### src/rtl/alu_seq_pkg.sv
// Shared definitions for the sequential ALU: op codes, FSM states, flag bit
// positions and the 8-bit add/subtract helper used by the datapath.
package alu_seq_pkg;

  typedef enum logic [2:0] {
    OP_ADD = 3'b000,
    OP_SUB = 3'b001,
    OP_LSL = 3'b010,
    OP_LSR = 3'b011,
    OP_ASR = 3'b100,
    OP_AND = 3'b101
  } op_e;

  typedef enum logic [1:0] {
    ST_IDLE  = 2'b00,
    ST_LOAD  = 2'b01,
    ST_SHIFT = 2'b10,
    ST_DONE  = 2'b11
  } state_e;

  localparam int FLAG_N = 3;
  localparam int FLAG_Z = 2;
  localparam int FLAG_C = 1;
  localparam int FLAG_V = 0;

  typedef struct packed {
    logic [7:0] res;
    logic       c;
    logic       v;
  } arith_t;

  // SUB is A + ~B + 1, so the carry out means "no borrow" (A >= B unsigned)
  function automatic arith_t add_sub(input logic [7:0] a, input logic [7:0] b, input logic sub);
    logic [7:0] b_op;
    logic [8:0] sum;
    arith_t     r;
    b_op  = sub ? ~b : b;
    sum   = {1'b0, a} + {1'b0, b_op} + {8'd0, sub};
    r.res = sum[7:0];
    r.c   = sum[8];
    r.v   = (a[7] == b_op[7]) && (sum[7] != a[7]);
    return r;
  endfunction

  function automatic logic is_shift(input op_e op);
    return (op == OP_LSL) || (op == OP_LSR) || (op == OP_ASR);
  endfunction

endpackage

### src/rtl/alu_seq_if.sv
// Controller <-> ALU signal bundle; master is the controller, slave the ALU.
interface alu_seq_if;
  logic       SLOW_CLOCK_STRB;
  logic       alu_en;
  logic [6:0] alu_sel;
  logic [7:0] r0_data;
  logic [7:0] r1_data;
  logic [7:0] r2_data;
  logic [7:0] r3_data;
  logic [7:0] alu_bus;
  logic       alu_bus_en;
  logic [3:0] condition_flags;
  logic       alu_busy;
  logic       alu_overrun;

  modport master (
    output SLOW_CLOCK_STRB, alu_en, alu_sel, r0_data, r1_data, r2_data, r3_data,
    input  alu_bus, alu_bus_en, condition_flags, alu_busy, alu_overrun
  );

  modport slave (
    input  SLOW_CLOCK_STRB, alu_en, alu_sel, r0_data, r1_data, r2_data, r3_data,
    output alu_bus, alu_bus_en, condition_flags, alu_busy, alu_overrun
  );
endinterface

### src/rtl/alu_seq_shifter.sv
// Iterative one-bit-per-clock shifter: loads operand and count, then shifts
// while enabled, keeping the last bit shifted out as its carry.
module alu_shifter
  import alu_seq_pkg::*;
(
  input  logic       i_clk,
  input  logic       i_rst_n,
  input  logic       i_load,
  input  logic       i_en,
  input  op_e        i_op,
  input  logic [7:0] i_data,
  input  logic [2:0] i_cnt,
  output logic [7:0] o_data,
  output logic       o_carry,
  output logic       o_last
);
  logic [7:0] r_data;
  logic [2:0] r_cnt;
  logic       r_carry;
  logic [7:0] w_next;
  logic       w_out;

  always_comb begin
    w_next = r_data;
    w_out  = r_data[0];
    case (i_op)
      OP_LSL: begin
        w_next = {r_data[6:0], 1'b0};
        w_out  = r_data[7];
      end
      OP_LSR:  w_next = {1'b0, r_data[7:1]};
      OP_ASR:  w_next = {r_data[7], r_data[7:1]};
      default: w_next = r_data;
    endcase
  end

  always_ff @(posedge i_clk or negedge i_rst_n) begin
    if (!i_rst_n) begin
      r_data  <= 8'd0;
      r_cnt   <= 3'd0;
      r_carry <= 1'b0;
    end else if (i_load) begin
      r_data  <= i_data;
      r_cnt   <= i_cnt;
      r_carry <= 1'b0;
    end else if (i_en && (r_cnt != 3'd0)) begin
      r_data  <= w_next;
      r_cnt   <= r_cnt - 3'd1;
      r_carry <= w_out;
    end
  end

  assign o_data  = r_data;
  assign o_carry = r_carry;
  assign o_last  = (r_cnt == 3'd1);
endmodule

### src/rtl/alu_seq.sv
// Multi-cycle 8-bit ALU stepped by the CPU controller; results are committed
// to the condition flags on the slow-clock strobe.
module alu_seq
  import alu_seq_pkg::*;
(
  input logic      CLK,
  input logic      ARST_L,
  alu_seq_if.slave alu
);
  state_e     r_state, w_next;
  op_e        r_op;
  logic       r_arm;
  logic [7:0] r_a, r_b, r_res;
  logic       r_c, r_v, r_c_upd, r_v_upd;
  logic [3:0] r_flags, w_flags_nxt;
  logic [7:0] w_rn, w_rm, w_res, w_result, w_sh_data;
  logic       w_start, w_is_shift, w_bus_en, w_commit, w_busy;
  logic       w_sh_carry, w_sh_last, w_c_upd, w_v_upd;
  arith_t     w_arith;

  assign w_start    = (r_state == ST_IDLE) && alu.alu_en && r_arm;
  assign w_is_shift = is_shift(r_op);
  assign w_busy     = (r_state == ST_LOAD) || (r_state == ST_SHIFT);
  assign w_bus_en   = (r_state == ST_DONE) && alu.alu_en;
  assign w_commit   = w_bus_en && alu.SLOW_CLOCK_STRB;
  assign w_result   = w_is_shift ? w_sh_data : r_res;
  assign w_arith    = add_sub(r_a, r_b, r_op == OP_SUB);

  always_comb begin
    w_rn = alu.r0_data;
    w_rm = alu.r0_data;
    case (alu.alu_sel[3:2])
      2'd0:    w_rn = alu.r0_data;
      2'd1:    w_rn = alu.r1_data;
      2'd2:    w_rn = alu.r2_data;
      default: w_rn = alu.r3_data;
    endcase
    case (alu.alu_sel[1:0])
      2'd0:    w_rm = alu.r0_data;
      2'd1:    w_rm = alu.r1_data;
      2'd2:    w_rm = alu.r2_data;
      default: w_rm = alu.r3_data;
    endcase
  end

  // Single-cycle result and which of C/V the op is allowed to touch
  always_comb begin
    w_res   = 8'd0;
    w_c_upd = 1'b0;
    w_v_upd = 1'b0;
    case (r_op)
      OP_ADD, OP_SUB: begin
        w_res   = w_arith.res;
        w_c_upd = 1'b1;
        w_v_upd = 1'b1;
      end
      OP_AND: w_res = r_a & r_b;
      OP_LSL, OP_LSR, OP_ASR: begin
        w_res   = r_a;
        w_c_upd = (r_b[2:0] != 3'd0);
      end
      default: w_res = 8'd0;
    endcase
  end

  always_comb begin
    w_next = r_state;
    case (r_state)
      ST_IDLE: begin
        if (w_start) w_next = ST_LOAD;
        else         w_next = ST_IDLE;
      end
      ST_LOAD: begin
        if (!alu.alu_en)                            w_next = ST_IDLE;
        else if (w_is_shift && (r_b[2:0] != 3'd0))  w_next = ST_SHIFT;
        else                                        w_next = ST_DONE;
      end
      ST_SHIFT: begin
        if (!alu.alu_en)    w_next = ST_IDLE;
        else if (w_sh_last) w_next = ST_DONE;
        else                w_next = ST_SHIFT;
      end
      ST_DONE: begin
        if (!alu.alu_en || alu.SLOW_CLOCK_STRB) w_next = ST_IDLE;
        else                                    w_next = ST_DONE;
      end
      default: w_next = ST_IDLE;
    endcase
  end

  always_comb begin
    w_flags_nxt         = r_flags;
    w_flags_nxt[FLAG_N] = w_result[7];
    w_flags_nxt[FLAG_Z] = (w_result == 8'd0);
    if (r_c_upd) w_flags_nxt[FLAG_C] = w_is_shift ? w_sh_carry : r_c;
    else         w_flags_nxt[FLAG_C] = r_flags[FLAG_C];
    if (r_v_upd) w_flags_nxt[FLAG_V] = r_v;
    else         w_flags_nxt[FLAG_V] = r_flags[FLAG_V];
  end

  always_ff @(posedge CLK or negedge ARST_L) begin
    if (!ARST_L) begin
      r_state <= ST_IDLE;
      r_arm   <= 1'b1;
      r_flags <= 4'd0;
    end else begin
      r_state <= w_next;
      if (w_start)           r_arm <= 1'b0;
      else if (!alu.alu_en)  r_arm <= 1'b1;
      if (w_commit)          r_flags <= w_flags_nxt;
    end
  end

  always_ff @(posedge CLK or negedge ARST_L) begin
    if (!ARST_L) begin
      r_op    <= OP_ADD;
      r_a     <= 8'd0;
      r_b     <= 8'd0;
      r_res   <= 8'd0;
      r_c     <= 1'b0;
      r_v     <= 1'b0;
      r_c_upd <= 1'b0;
      r_v_upd <= 1'b0;
    end else if (w_start) begin
      r_op <= op_e'(alu.alu_sel[6:4]);
      r_a  <= w_rn;
      r_b  <= w_rm;
    end else if (r_state == ST_LOAD) begin
      r_res   <= w_res;
      r_c     <= w_arith.c;
      r_v     <= w_arith.v;
      r_c_upd <= w_c_upd;
      r_v_upd <= w_v_upd;
    end
  end

  alu_shifter u_shifter (
    .i_clk   (CLK),
    .i_rst_n (ARST_L),
    .i_load  (r_state == ST_LOAD),
    .i_en    (r_state == ST_SHIFT),
    .i_op    (r_op),
    .i_data  (r_a),
    .i_cnt   (r_b[2:0]),
    .o_data  (w_sh_data),
    .o_carry (w_sh_carry),
    .o_last  (w_sh_last)
  );

  assign alu.alu_bus         = w_bus_en ? w_result : 8'd0;
  assign alu.alu_bus_en      = w_bus_en;
  assign alu.condition_flags = r_flags;
  assign alu.alu_busy        = w_busy;
  assign alu.alu_overrun     = alu.SLOW_CLOCK_STRB && w_busy;
endmodule

### src/flat_wrapper.sv
// flat-port wrapper written by rule: the top's interface ports become plain ports
module alu_seq_flat import alu_seq_pkg::*;
  (CLK, ARST_L, alu_SLOW_CLOCK_STRB, alu_alu_en, alu_alu_sel, alu_r0_data, alu_r1_data, alu_r2_data, alu_r3_data, alu_alu_bus, alu_alu_bus_en, alu_condition_flags, alu_alu_busy, alu_alu_overrun);
  alu_seq_if alu_i ();
  input logic CLK;
  input logic ARST_L;
  input wire logic [$bits(alu_i.SLOW_CLOCK_STRB)-1:0] alu_SLOW_CLOCK_STRB;
  input wire logic [$bits(alu_i.alu_en)-1:0] alu_alu_en;
  input wire logic [$bits(alu_i.alu_sel)-1:0] alu_alu_sel;
  input wire logic [$bits(alu_i.r0_data)-1:0] alu_r0_data;
  input wire logic [$bits(alu_i.r1_data)-1:0] alu_r1_data;
  input wire logic [$bits(alu_i.r2_data)-1:0] alu_r2_data;
  input wire logic [$bits(alu_i.r3_data)-1:0] alu_r3_data;
  output wire logic [$bits(alu_i.alu_bus)-1:0] alu_alu_bus;
  output wire logic [$bits(alu_i.alu_bus_en)-1:0] alu_alu_bus_en;
  output wire logic [$bits(alu_i.condition_flags)-1:0] alu_condition_flags;
  output wire logic [$bits(alu_i.alu_busy)-1:0] alu_alu_busy;
  output wire logic [$bits(alu_i.alu_overrun)-1:0] alu_alu_overrun;
  assign alu_i.SLOW_CLOCK_STRB = alu_SLOW_CLOCK_STRB;
  assign alu_i.alu_en = alu_alu_en;
  assign alu_i.alu_sel = alu_alu_sel;
  assign alu_i.r0_data = alu_r0_data;
  assign alu_i.r1_data = alu_r1_data;
  assign alu_i.r2_data = alu_r2_data;
  assign alu_i.r3_data = alu_r3_data;
  assign alu_alu_bus = alu_i.alu_bus;
  assign alu_alu_bus_en = alu_i.alu_bus_en;
  assign alu_condition_flags = alu_i.condition_flags;
  assign alu_alu_busy = alu_i.alu_busy;
  assign alu_alu_overrun = alu_i.alu_overrun;
  alu_seq u_core (.CLK(CLK), .ARST_L(ARST_L), .alu(alu_i));
endmodule
### config.mk
export PLATFORM = sky130hd
export DESIGN_NAME = alu_seq_flat
export DESIGN_NICKNAME = d
export VERILOG_FILES = /design/src/rtl/alu_seq_pkg.sv /design/src/rtl/alu_seq_if.sv /design/src/rtl/alu_seq_shifter.sv /design/src/rtl/alu_seq.sv /design/src/flat_wrapper.sv
export SDC_FILE = /design/constraint.sdc
export NUM_CORES = 1
export LEC_CHECK = 0
export ABC_AREA = 1
export CAP_MARGIN = 0
export CORE_MARGIN = 5
export CORE_UTILIZATION = 35
export DETAILED_ROUTE_END_ITERATION = 10
export PLACE_DENSITY_LB_ADDON = 0.15
export SKIP_CTS_REPAIR_TIMING = 1
export SLEW_MARGIN = 25
export SYNTH_ARGS = -nofsm -noshare
export SYNTH_HDL_FRONTEND = slang
export SYNTH_SLANG_ARGS = --single-unit
### constraint.sdc
create_clock -name CLK -period 2.3 [get_ports CLK]
set_input_delay 0.345 -clock CLK [delete_from_list [all_inputs] [get_ports CLK]]
set_output_delay 0.345 -clock CLK [all_outputs]
set_load 0.02 [all_outputs]
==> reports/metrics.csv <==
stage,metric,value,unit
global_route,GRT Total Usage,16.63,%
critical_path,Crit path required time,2.51,ns
place,DP Wirelength,7.296,mm
routing,post-DR vias/cell,4.907,
synth,dominant cells by area after synthesis,"dfrtp_1, nand2_1, inv_1",
power_and_ir_drop,maximum VDD drop,362.2,uV
floorplanning,I/O pin cnt,58,
timing,hold slack,0.02234,ns
layout,Final Util,45.21,%
floorplanning,core area,0.009639,mm2
layout,Area Overhead vs Synth,27.68,%
floorplanning,Initial Utilization,35.41,%
synth,largest area contributor in the netlist,dfrtp_1,
timing,endpoints failing hold,0,
synth,synthesized cell area,0.003413,mm2
global_route,Congestion Overflow GR,0,
clock_network,CTS tree,done,
timing,Final min period,2.126,ns
routing,Pre-antenna DRT Iters,5,
layout,post-route cell area,0.004358,mm2
layout,Final nets,594,
critical_path,CP arrival,2.33,ns
power_and_ir_drop,leakage,0.002166,uW
timing,Slew Limit Fails,0,
hold_path,worst min-delay path category,in -> async,
clock_network,Clock transition at path regs,0.09,ns
timing,Final setup viols,0,
synth,post-synthesis sequential area ratio,36.69,%
critical_path,Setup CP Type,reg -> reg,
timing,final worst path period share,92.42,%
place,Cells after DPL,659,
status,status,"finished, final reports clean",
global_route,antenna violations before repair,0,
place,Routability Congestion,0.8463,
routing,wire per inst,13.68,um
layout,antenna cell count,0,
critical_path,CP Max Fanout,8,
synth,"flops & latches, synth",50,
global_route,vias in the first global route,3374,
timing,clock skew,0.008453,ns
layout,"commonest non-fill, non-tap cell in the layout",nand2_1,
critical_path,CP Capture Type,flip-flop,
clock_network,Max Root-Sink Buffers,2,
routing,overall routed net length,9.126,mm
synth,cells after synthesis,466,
clock_network,clk sinks,50,
synth,syn_area_per_cell,7.325,um2
routing,Final ANT Viol Nets,0,
layout,final cell count without fillers,667,
layout,most frequent cells in the layout,"nand2_1, inv_1, clkdlybuf4s50_1, dfrtp_1, o21ai_0",
routing,detailed-route DRC error count,0,
routing,DR iter-0 viols,292,
clock_network,H-tree depth,2,
place,placed cell areas,0.004204,mm2
place,port bufs,57,
global_route,first-pass GRT wire length,15.90,mm
clock_network,clk root buf,clkbuf_8,
global_route,largest net degree at the start of global routing,27,
synth,yosys warns,0,
floorplanning,die area,0.01183,mm2
synth,Yosys cell types,41,
clock_network,Num CTS Buffers,5,
timing,Slew HR,58.59,%
floorplanning,Site Rows,36,
synth,post-synth net total,527,
run,Max-Cap Viols,0,
synth,post-synth top area share,35.92,%
timing,RSZ-0062 raised after global routing,false,
power_and_ir_drop,pwr dens,1324,mW/mm2
layout,share of cells above drive strength 1,8.427,%
timing,Fin Setup TNS,0,ns
floorplanning,die width,108.8,um
floorplanning,Die Y,108.8,um
critical_path,Critical Path Start Type,flip-flop,
timing,Max Clock Freq,470.4,MHz
clock_network,Worst-Skew Late Latency,0.31,ns
routing,Vias,3273,
timing,Worst Max-Slew Pin Slew,0.6189,ns
==> path summary, 6_finish.rpt <==
kind                                                            from  slack [ns]                                   endpoint  cells after the start
max                                       u_core.r_op[1]$_DFFE_PN0P_        0.17                u_core.r_res[7]$_DFFE_PN0P_                     14
min                                                           ARST_L        0.02                u_core.r_state[1]$_DFF_PN0_                      1
max reg2reg                               u_core.r_op[1]$_DFFE_PN0P_        0.17                u_core.r_res[7]$_DFFE_PN0P_                     14
min reg2reg                u_core.alu.condition_flags[2]$_DFFE_PN0P_        0.48  u_core.alu.condition_flags[2]$_DFFE_PN0P_                      2
max in group asynchronous                                     ARST_L        1.73                  u_core.r_a[7]$_DFFE_PN0P_                      2
min in group CLK           u_core.alu.condition_flags[2]$_DFFE_PN0P_        0.48  u_core.alu.condition_flags[2]$_DFFE_PN0P_                      2
==> report_power, final <==
part | leakage (uW) | internal (uW) | switching, uW | total, uW
registers | 0.000629 | 1260 | 266 | 1530
clock network | 0.0000524 | 326 | 294 | 620
logic | 0.00148 | 1380 | 2240 | 3620
==> flip-flops by register name, indices dropped and copies added, names as in the netlist, 2 cells and up <==
register / flops
u_core.r_a: 8
u_core.r_b: 8
u_core.r_res: 8
u_core.u_shifter.o_data: 8
u_core.alu.condition_flags: 4
u_core.r_op: 3
u_core.u_shifter.r_cnt: 3
u_core.r_state: 2
==> area by class of cell <==
type / count / area [um2]
inverter: 66 / 247.7
tap: 133 / 166.4
timing repair buffer: 71 / 703.2
sequential: 50 / 1254
clock buffer: 7 / 76.32
fill: 1007 / 5281
multi-input combinational: 339 / 1881
clock inverter: 1 / 30.03
==> layer usage <==
layer | vias to the layer above | wire length, um | track usage, %
li1 | 1683 | - | -
met1 | 1465 | 4254 | 21.48
met2 | 118 | 4152 | 28.77
met3 | 7 | 622 | 2.901
met4 | 0 | 96 | 4.238
met5 | - | 0 | 0
==> synth_stat cells, drive strengths merged <==
| library cell | n |
|---|---|
| fa | 1 |
| clkbuf | 6 |
| a21o | 1 |
| a211oi | 7 |
| a21boi | 1 |
| dfstp | 1 |
| o32ai | 1 |
| ha | 17 |
| a22oi | 2 |
| nor4 | 1 |
| nand4 | 4 |
| o31ai | 1 |
| dfrtp | 49 |
| o41ai | 1 |
| o221ai | 1 |
| nand3 | 15 |
| a31oi | 1 |
| a32oi | 1 |
| nor3 | 3 |
| o21ai | 47 |
| clkinv | 1 |
| o22ai | 12 |
| a21oi | 14 |
| o2111ai | 15 |
| o21a | 1 |
| buf | 5 |
| xor2 | 8 |
| a22o | 1 |
| a221oi | 1 |
| nand2 | 143 |
| nor2 | 39 |
| inv | 65 |
==> kinds of logic after synthesis <==
group / count (synthesis) / synth area share (%)
AO/OA/AOI/OAI: 108 / 20.35
XOR/XNOR: 8 / 2.053
adder cells (fa/ha/maj): 18 / 6.818
buffers and inverters: 77 / 8.981
flip-flops: 50 / 36.69
AND/OR/NAND/NOR: 205 / 25.11
==> worst max-delay path, cell delays in order, from the launching register on <==
cell	delay, ns
dfrtp_1	0.39
inv_2	0.10
nand3_4	0.15
buf_4	0.19
xor2_1	0.14
ha_1	0.34
inv_1	0.09
nor3_1	0.18
nor2_1	0.10
nand2_2	0.08
nand2_1	0.05
nand3_1	0.06
nand2_1	0.05
nand2_1	0.06
nand2_1	0.05
==> through the flow <==
step	power (uW)	setup WS (ns)
detailed placement	5067	0.09959
floorplan	4109	0.1975
global placement	5005	0.1309
global route	6394	0.006722
finish	5770	0.1743
CTS	5720	-0.2423
(Power assumes the default switching activity.)
